$ cat src/rtl/cpu_dma_engine_if.sv
// cpu_dma_engine_if: shared data-memory port plus bus request/grant handshake
interface cpu_dma_engine_if;
  logic        bus_req;
  logic        bus_gnt;
  logic        MemRd;
  logic        MemWr;
  logic [31:0] Addr;
  logic [31:0] WriteData;
  logic [31:0] ReadData;
  modport master (output bus_req, MemRd, MemWr, Addr, WriteData, input bus_gnt, ReadData);
  modport slave (input bus_req, MemRd, MemWr, Addr, WriteData, output bus_gnt, ReadData);
endinterface

$ cat src/rtl/cpu_dma_engine.sv
// cpu_dma_engine: block copy/fill bus initiator sharing the data-memory port via req/gnt
module cpu_dma_engine #(
  parameter int LEN_W = 8
) (
  input  logic             clk,
  input  logic             reset,
  input  logic             start,
  input  logic             mode,
  input  logic [31:0]      src_addr,
  input  logic [31:0]      dst_addr,
  input  logic [LEN_W-1:0] len,
  input  logic [31:0]      fill_data,
  cpu_dma_engine_if.master bus,
  output logic             busy,
  output logic             done,
  output logic             err
);
  typedef enum logic [2:0] {IDLE, REQ, READ, WRITE, DONE} state_t;
  state_t           state_q, state_d;
  logic             mode_q, mode_d, err_q, err_d, rd, wr;
  logic [31:0]      src_q, src_d, dst_q, dst_d, buf_q, buf_d, fill_q, fill_d, addr, wdata;
  logic [LEN_W-1:0] cnt_q, cnt_d;
  always_ff @(posedge clk or posedge reset) begin
    if (reset) begin
      state_q <= IDLE;
      mode_q  <= 1'b0;
      err_q   <= 1'b0;
      src_q   <= '0;
      dst_q   <= '0;
      buf_q   <= '0;
      fill_q  <= '0;
      cnt_q   <= '0;
    end else begin
      state_q <= state_d;
      mode_q  <= mode_d;
      err_q   <= err_d;
      src_q   <= src_d;
      dst_q   <= dst_d;
      buf_q   <= buf_d;
      fill_q  <= fill_d;
      cnt_q   <= cnt_d;
    end
  end
  always_comb begin
    state_d = state_q;
    mode_d  = mode_q;
    err_d   = 1'b0;
    src_d   = src_q;
    dst_d   = dst_q;
    buf_d   = buf_q;
    fill_d  = fill_q;
    cnt_d   = cnt_q;
    rd      = 1'b0;
    wr      = 1'b0;
    addr    = '0;
    wdata   = '0;
    case (state_q)
      IDLE: if (start) begin
        mode_d = mode;
        src_d  = src_addr;
        dst_d  = dst_addr;
        cnt_d  = len;
        fill_d = fill_data;
        if (dst_addr[1:0] != 2'b0 || (!mode && src_addr[1:0] != 2'b0)) err_d = 1'b1;
        else state_d = (len == '0) ? DONE : REQ;
      end
      REQ: if (bus.bus_gnt) state_d = mode_q ? WRITE : READ;
      READ: if (bus.bus_gnt) begin
        rd      = 1'b1;
        addr    = src_q;
        buf_d   = bus.ReadData;
        state_d = WRITE;
      end
      WRITE: if (bus.bus_gnt) begin
        wr      = 1'b1;
        addr    = dst_q;
        wdata   = mode_q ? fill_q : buf_q;
        dst_d   = dst_q + 32'd4;
        src_d   = mode_q ? src_q : src_q + 32'd4;
        cnt_d   = cnt_q - 1'b1;
        state_d = (cnt_q == LEN_W'(1)) ? DONE : (mode_q ? WRITE : READ);
      end
      DONE: state_d = IDLE;
      default: state_d = IDLE;
    endcase
  end
  assign bus.bus_req   = state_q == REQ || state_q == READ || state_q == WRITE;
  assign bus.MemRd     = rd;
  assign bus.MemWr     = wr;
  assign bus.Addr      = addr;
  assign bus.WriteData = wdata;
  assign busy          = state_q != IDLE;
  assign done          = state_q == DONE;
  assign err           = err_q;
endmodule
$ cat src/flat_wrapper.sv
// flat-port wrapper written by rule: the top's interface ports become plain ports
module cpu_dma_engine_flat 
#(
  parameter int LEN_W = 8
)
  (clk, reset, start, mode, src_addr, dst_addr, len, fill_data, busy, done, err, bus_bus_req, bus_MemRd, bus_MemWr, bus_Addr, bus_WriteData, bus_bus_gnt, bus_ReadData);
  cpu_dma_engine_if bus_i ();
  input  logic clk;
  input  logic reset;
  input  logic start;
  input  logic mode;
  input  logic [31:0] src_addr;
  input  logic [31:0] dst_addr;
  input  logic [LEN_W-1:0] len;
  input  logic [31:0] fill_data;
  output logic busy;
  output logic done;
  output logic err;
  output wire logic [$bits(bus_i.bus_req)-1:0] bus_bus_req;
  output wire logic [$bits(bus_i.MemRd)-1:0] bus_MemRd;
  output wire logic [$bits(bus_i.MemWr)-1:0] bus_MemWr;
  output wire logic [$bits(bus_i.Addr)-1:0] bus_Addr;
  output wire logic [$bits(bus_i.WriteData)-1:0] bus_WriteData;
  input wire logic [$bits(bus_i.bus_gnt)-1:0] bus_bus_gnt;
  input wire logic [$bits(bus_i.ReadData)-1:0] bus_ReadData;
  assign bus_bus_req = bus_i.bus_req;
  assign bus_MemRd = bus_i.MemRd;
  assign bus_MemWr = bus_i.MemWr;
  assign bus_Addr = bus_i.Addr;
  assign bus_WriteData = bus_i.WriteData;
  assign bus_i.bus_gnt = bus_bus_gnt;
  assign bus_i.ReadData = bus_ReadData;
  cpu_dma_engine #(.LEN_W(LEN_W)) u_core (.clk(clk), .reset(reset), .start(start), .mode(mode), .src_addr(src_addr), .dst_addr(dst_addr), .len(len), .fill_data(fill_data), .bus(bus_i), .busy(busy), .done(done), .err(err));
endmodule
$ cat config.mk
export PLATFORM = sky130hd
export DESIGN_NAME = cpu_dma_engine_flat
export DESIGN_NICKNAME = d
export VERILOG_FILES = /design/src/rtl/cpu_dma_engine_if.sv /design/src/rtl/cpu_dma_engine.sv /design/src/flat_wrapper.sv
export SDC_FILE = /design/constraint.sdc
export NUM_CORES = 1
export LEC_CHECK = 0
export CORE_ASPECT_RATIO = 0.7
export CORE_MARGIN = 5
export CORE_UTILIZATION = 30
export CTS_BUF_LIST = sky130_fd_sc_hd__clkbuf_16
export DETAILED_ROUTE_END_ITERATION = 10
export SYNTH_ARGS = -nofsm -noshare
export SYNTH_HDL_FRONTEND = slang
export SYNTH_SLANG_ARGS = --single-unit
$ cat constraint.sdc
create_clock -name clk -period 13.9 [get_ports clk]
set_input_delay 2.78 -clock clk [delete_from_list [all_inputs] [get_ports clk]]
set_output_delay 2.78 -clock clk [all_outputs]
set_load 0.02 [all_outputs]
== Word level (Yosys, flattened, before mapping) ==
Index checks and enable logic that the tools add are counted.

* Flip-flop bits (word level): 141
* Input bits: 141
* Output and inout bits: 70
* Word-level logic and storage cells: 69

* Add/sub/neg operators: 3
* Eq/ne operators: 11
* Multiplexer cells: 31
* Reductions and logical operators: 16

{| class="wikitable"
|+ Operators with widths
! operator !! number
|-
| 2-to-1 mux 32 bit || 10
|-
| one-hot mux 32 bit (2 select lines) || 3
|-
| adder 32 x 3 -> 32 bit, second input constant || 2
|-
| 2-to-1 mux 3 bit || 7
|-
| 2-to-1 mux 8 bit || 2
|-
| one-hot mux 8 bit (2 select lines) || 1
|-
| != test 2 bit, second input constant || 6
|-
| one-hot mux 3 bit (4 select lines) || 1
|-
| == test 8 x 1 -> 1 bit, second input constant || 1
|-
| zero test 8 bit || 1
|-
| subtractor 8 x 1 -> 8 bit, second input constant || 1
|-
| 2-to-1 mux 1 bit || 7
|-
| == test 3 x 2 -> 1 bit, second input constant || 2
|-
| nonzero test 2 bit || 3
|-
| AND reduction 5 bit || 1
|-
| AND reduction 2 bit || 2
|-
| AND reduction 4 bit || 1
|-
| == test 3 x 1 -> 1 bit, second input constant || 1
|-
| == test 3 bit, second input constant || 1
|-
| zero test 3 bit || 1
|-
| logical OR 1 bit || 3
|-
| AND reduction 3 bit || 1
|-
| nonzero test 3 bit || 1
|-
| logical AND 1 bit || 1
|-
| zero test 1 bit || 1
|}

== Longest topological paths before layout ==
Gate-level depths: netlist of the first run.

* Word-level depth: 6
* Depth in mapped cells: 8
* Mapped depth without buffers: 7

== Worst setup path before layout of the first run ==
OpenSTA, ideal clock, no wires.

* Kind: in2out
* From: input bus_bus_gnt
* To: output bus_Addr[12]
* Data arrival time: 4.336 ns
* Required time: 11.120 ns
* Slack: 6.784 ns
* Stages on the path: 6
* Path through: clkbuf_1 nor4bb_1 clkbuf_1 clkbuf_1 nand2_1 o21ai_0

* Word-level cells in the longest chain between the ends: 2
* Elaborated cells between the ends (all ways): 3
* Classes of those cells: mux: 3

{| class="wikitable"
|+ RTL lines
! what !! RTL line !! RTL
|-
| start, declared || flat_wrapper.sv:24 || <nowiki>input wire logic [$bits(bus_i.bus_gnt)-1:0] bus_bus_gnt;</nowiki>
|-
| 2-to-1 mux 32 bit (on tied branches) || cpu_dma_engine.sv:74, cpu_dma_engine.sv:68 ||
|-
| one-hot mux 32 bit (2 select lines) (*) || cpu_dma_engine.sv:57 || <nowiki>case (state_q)</nowiki>
|-
| end, declared || flat_wrapper.sv:22 || <nowiki>output wire logic [$bits(bus_i.Addr)-1:0] bus_Addr;</nowiki>
|}

Mark *: on every way between the ends. The rest lies on a longest branch, timed or not.

== Worst setup path in the final report of the first run ==
* From: input bus_bus_gnt
* To: output bus_Addr[20]

Same word-level chain as after synthesis.

==> results of run 1 <==
[worst max-delay path by stage]
stage                start      endpoint  slack, ps
4_1_cts        bus_bus_gnt  bus_Addr[22]       5590
5_1_grt        bus_bus_gnt  bus_Addr[20]       5340
6_report       bus_bus_gnt  bus_Addr[20]       5610
3_3_place_gp   bus_bus_gnt  bus_Addr[22]       5640
2_1_floorplan  bus_bus_gnt  bus_Addr[12]       6780
3_5_place_dp   bus_bus_gnt  bus_Addr[22]       5600
[flip-flops by register name, summed over array words and instances, names as in the netlist]
register,flops
u_core.err,1
u_core.src_q,32
u_core.dst_q,32
u_core.state_q,3
u_core.fill_q,32
u_core.cnt_q,8
u_core.buf_q,32
u_core.mode_q,1
[cells in the mapped netlist (12+ instances only)]
library cell and instances:
o21ai_0 42, dfrtp_1 141, a21oi_1 70, nand2_1 196
nor3_1 12, nand4_1 19, mux2_2 32, clkbuf_1 39
nand3_1 33, buf_1 12, mux2i_1 38, a22o_1 26
o22ai_1 23, nor2_1 80, a2bb2oi_1 18
[cells by family after synthesis]
kind of cell	Yosys count	synth area share, %
simple gates	399	23.6
compound gates	222	18.1
flops	141	44.1
buf+inv	76	4.32
mux	70	9.26
fa+ha+maj	4	0.626
[per-layer routing]
metal	up-vias	GRT usage, %	wire (microns)	part of all wire (%)
met4	2	4.32	402	1.4
met1	3759	27.6	13700	48
met5	-	0	13	0.046
li1	3640	-	-	-
met2	272	26.5	12200	43
met3	28	5.57	2140	7.5
[metrics by stage]
stage,power [W],hold WS (ps),util [%],worst slack [ps],instance area (sq um)
2_1_floorplan,0.00142,445,-,6780,8000
3_3_place_gp,0.00177,458,39.2,5640,10400
3_5_place_dp,0.00179,462,39.2,5600,10400
4_1_cts,0.00224,478,41.3,5590,10900
5_1_grt,0.00238,495,41.3,5340,11000
6_report,0.00223,474,41.3,5610,11000
[worst reg2reg max path: stages (launching register included)]
cell,delay [ps]
dfrtp_1,750
nand4b_1,160
buf_4,360
inv_2,100
buf_4,500
nor2_1,190
buf_4,240
o31ai_1,260
o311a_1,190
a31oi_1,40
[power groups by stage]
stage                     registers [W]  logic, W  clock network [W]
after floorplan                0.000735  0.000682                  0
after global placement         0.000856  0.000916                  0
after detailed placement       0.000856  0.000934                  0
after CTS                      0.000850  0.000937           0.000456
after global routing           0.000886   0.00103           0.000472
final                          0.000851  0.000931           0.000446
[final cells by class]
| type | instances | area, sq um | share of cell area (%) |
|---|---|---|---|
| multi-input cells | 695 | 4160 | 38.0 |
| flip-flops and latches | 141 | 3530 | 32.2 |
| repair buffers | 225 | 2210 | 20.2 |
| well taps | 364 | 455 | 4.16 |
| clock buffers | 17 | 425 | 3.88 |
| clock inverters | 15 | 131 | 1.20 |
| inverters | 8 | 35.0 | 0.320 |
| diodes | 1 | 2.50 | 0.0229 |
==> out/qor.txt, run 1 <==
CP cell instances = clkdlybuf4s50_1, nand4b_1, buf_4, inv_2, buf_4, nor2_1, o21ai_0, clkdlybuf4s50_1
Crit Path Category = in2out
Final Max Tran Viols = 0
Reg-to-Reg Start = u_core.state_q[0]$_DFFE_PP0P_
final worst path period share = 59.6%
initial antenna violation count = 2
Max stage delay cell, worst path = clkdlybuf4s50_1
syn_area_per_cell = 8.77 sq um
Fin Setup TNS = 0 ps
Rel. slew slack = 26.1%
Sink Count = 141
Worst Hold Class = reg2reg
Clock Power Share = 20.0%
hold endpoint = u_core.fill_q[0]$_DFFE_PP0P_
Static Leak = 4.45 nW
Final #Nets = 1,233
Worst-Margin Slew = 1110 ps
Worst Hold Launch = u_core.fill_q[0]$_DFFE_PP0P_
synth-to-layout area growth = 37.0%
EDFF count, synth = 0
RePlAce Congestion = 0.832
Primary FF master, synth = dfrtp_1
Reg2Reg Depth = 9
via/cell ratio = 5.25
Initial Util = 30.1%
Unique masters post-synth = 67
sequential element share of the synthesized area = 44.1%
Tot GR Track Use = 18.6%
Crit Path Max Fanout = 55
drt first-iter violations = 422
Final setup viols = 0
Finished Layout Cells = 1,466
final WL = 28,400 microns
DIE WIDTH = 205 microns
Post-CTS Resized = 0
Maximum Capacitance Violations = 0
Comb pwr share = 41.8%
min Tclk post-route = 8290 ps
GRT overflow = 0
worst-case vdd ir drop = 0.0773 mV
status = complete, no violations
Critical Path RT = 11,120 ps
most frequent cells in the layout = clkdlybuf4s50_1, nand2_1, dfrtp_1
Worst Path Arrival = 5510 ps
main area contributors after synthesis = dfrtp_1, nand2_1, mux2i_1
hold path depth = 2
Post-synth ARST share = 100%
WP depth = 8
number of fill cells = 2,700
Die ar. = 30,100 sq um
CTS H-tree depth = 4
Crit. End Element = output port
Sw Share = 41.3%
clock skew after layout = 10.6 ps
antenna-violating nets left = 0
Synth warnings = 0
Wirelength per Cell = 19.4 microns
Post-CTS Hold Buffers = 0
Synth top area share = 44.1%
Hold Vio Cnt, Final = 0
total CTS buffers = 17
commonest non-fill, non-tap cell in the layout = clkdlybuf4s50_1
Mapped Area = 8000 sq um
largest net degree at the start of global routing = 97
Clock Path Buffers = 2
vias in the first global route = 7,388
Yosys reg bits = 141
cell taking the most area after synthesis = dfrtp_1
Final HPWL DP = 19,800 microns
first-pass GRT wire length = 44,000 microns
syn nets = 1,057
f_max = 121 MHz
Reg clk slew, reported paths = 60 ps
Core Box Area = 26,500 sq um
worst path bufs/invs = 5
Int Pwr = 0.00131 W
CP top delay family = buffers and inverters
Clk Latency, worst-skew pair = 420 ps
cell count after synthesis = 912
Critical Path Max Stage Delay = 630 ps
placed insts = 1,433
row count = 50
Worst Setup Start Kind = primary input
Seq pwr share = 38.2%
Switch Pwr = 0.000919 W
drt first pass iters = 4
terminus of the critical flop-to-flop path = u_core.dst_q[17]$_DFFE_PP0P_
die height = 147 microns
PortBufs = 210
R2R setup slack = 10,950 ps
RSZ-0062 raised after global routing = false
Clock Tree Root = clkbuf_16
io pins = 211
CTS tree = done
post-CTS setup buffers = 0
vias = 7,701
# DRC = 0
ratio of cells with drive above 1 in the final layout = 9.45%
Power Density = 204 nW/um^2
(Power assumes the default switching activity.)
==> inputs of run 2 (changes only) <==
clock period = 7.1 ns   (was 13.9 ns; I/O delays follow)
==> run 2 against run 1 <==
Net effect: sequential power increased by 96%; hold slack improved by 3.4 ps; clock skew increased by 0.52 ps; via count decreased by 0.53%; global-route usage increased by 0.30 points; clock power increased by 94%; routed wire length increased by 1.6%; sequential share of layout area about the same; non-clock buffer count decreased by 1; total power increased by 96%; critical path depth decreased by 2; core utilization about the same.
==> out/qor.txt, run 2 (synthesized netlist as in run 1, its figures left out) <==
status = complete, no violations
final core occ = 41.2%
Sink Count = 141
via/cell ratio = 5.24
drt first-iter violations = 586
die height = 147 microns
Initial Util = 30.1%
Wirelength per Cell = 19.8 microns
Die ar. = 30,100 sq um
hold_ws = 477 ps
Worst Hold Class = reg2reg
PortBufs = 210
Post-CTS Hold Buffers = 0
Maximum Capacitance Violations = 0
DIE WIDTH = 205 microns
Clock Tree Root = clkbuf_16
row count = 50
Switch Pwr = 0.00180 W
Worst Path Arrival = 3970 ps
Crit Path Max Fanout = 33
Seq pwr share = 38.4%
largest net degree at the start of global routing = 89
antenna-violating nets left = 0
Final #Nets = 1,232
Power Density = 399 nW/um^2
Worst-Margin Slew = 1190 ps
vias = 7,660
CTS tree = done
first-pass GRT wire length = 44,600 microns
Final Max Tran Viols = 0
Sw Share = 41.3%
drt first pass iters = 5
io pins = 211
R2R setup slack = 4140 ps
Comb pwr share = 41.8%
clock skew after layout = 11.1 ps
Hold Vio Cnt, Final = 0
Clock Power Share = 19.8%
CTS H-tree depth = 4
total CTS buffers = 17
Post-CTS Resized = 0
Clk Latency, worst-skew pair = 420 ps
antenna diode count = 0
RSZ-0062 raised after global routing = false
final worst path period share = 75.9%
most frequent cells in the layout = clkdlybuf4s50_1, nand2_1, dfrtp_1
GRT overflow = 0
Reg clk slew, reported paths = 60 ps
Final setup viols = 0
Clock Path Buffers = 2
ratio of cells with drive above 1 in the final layout = 9.47%
Tot GR Track Use = 18.9%
Critical Path RT = 5680 ps
Int Pwr = 0.00256 W
final WL = 28,900 microns
worst-case vdd ir drop = 0.146 mV
Crit Path Category = in2out
# DRC = 0
Static Leak = 4.42 nW
vias in the first global route = 7,461
Final HPWL DP = 19,800 microns
Worst Setup Start Kind = primary input
f_max = 186 MHz
Crit. End Element = output port
commonest non-fill, non-tap cell in the layout = clkdlybuf4s50_1
Rel. slew slack = 21.0%
synth-to-layout area growth = 36.8%
min Tclk post-route = 5390 ps
Fin Setup TNS = 0 ps
post-CTS setup buffers = 0
initial antenna violation count = 2
RePlAce Congestion = 0.838
Core Box Area = 26,500 sq um
-- run 2: cell types whose count changed in the layout (fill, tap and decap cells not counted) --
| cell | change |
|---|---|
| clkinvlp_4 | +3 |
| inv_1 | -2 |
| inv_6 | -2 |
| buf_4 | -1 |
| clkinv_1 | -1 |
| clkinv_2 | -1 |
| clkinv_4 | +1 |
| diode_2 | -1 |
-- run 2: cell type report --
cell class              instances  area [sq um]
fillers                      2687         15600
flip-flops and latches        141          3530
well taps                     364           455
clock inverters                13           129
repair buffers                224          2210
multi-input cells             695          4160
clock buffers                  17           425
inverters                       8          35.0
-- run 2: metal layers --
metal,up-vias,wire length [microns],GRT usage (%)
met4,4,298,3.98
met5,-,21,0
met2,260,12300,26.8
met3,20,2210,5.37
met1,3728,14100,28.5
li1,3648,-,-
-- run 2: through the flow --
stage	area (sq um)	setup slack [ps]	std cells	total power, W
floorplan	8000	1900	912	0.00277
global placement	10400	1780	1432	0.00346
detailed placement	10400	1710	1432	0.00350
CTS	10900	1710	1462	0.00440
global route	10900	1540	1462	0.00467
finish	10900	1710	1462	0.00436
-- run 2: power groups by stage --
stage / Combinational (W) / Sequential (W) / Clock, W
2_1_floorplan: 0.00134 / 0.00144 / 0
3_3_place_gp: 0.00179 / 0.00167 / 0
3_5_place_dp: 0.00183 / 0.00167 / 0
4_1_cts: 0.00184 / 0.00166 / 0.000893
5_1_grt: 0.00201 / 0.00174 / 0.000927
6_report: 0.00182 / 0.00167 / 0.000866
-- run 2: worst max-delay path: stages --
cell and delay, ps:
clkdlybuf4s50_1 650, nand4b_1 180, inv_2 420, buf_4 450
a22o_1 220, clkdlybuf4s50_1 610
-- run 2: final timing paths --
check / startpoint / end / cells after the start
min in group asynchronous: reset / u_core.cnt_q[7]$_DFFE_PP0P_ / 2
max in group asynchronous: reset / u_core.mode_q$_DFFE_PP0P_ / 3
max reg2reg: u_core.state_q[0]$_DFFE_PP0P_ / u_core.src_q[21]$_DFFE_PP0P_ / 6
min reg2reg: u_core.fill_q[31]$_DFFE_PP0P_ / u_core.fill_q[31]$_DFFE_PP0P_ / 2
min: u_core.fill_q[31]$_DFFE_PP0P_ / u_core.fill_q[31]$_DFFE_PP0P_ / 2
max: bus_bus_gnt / bus_Addr[7] / 6
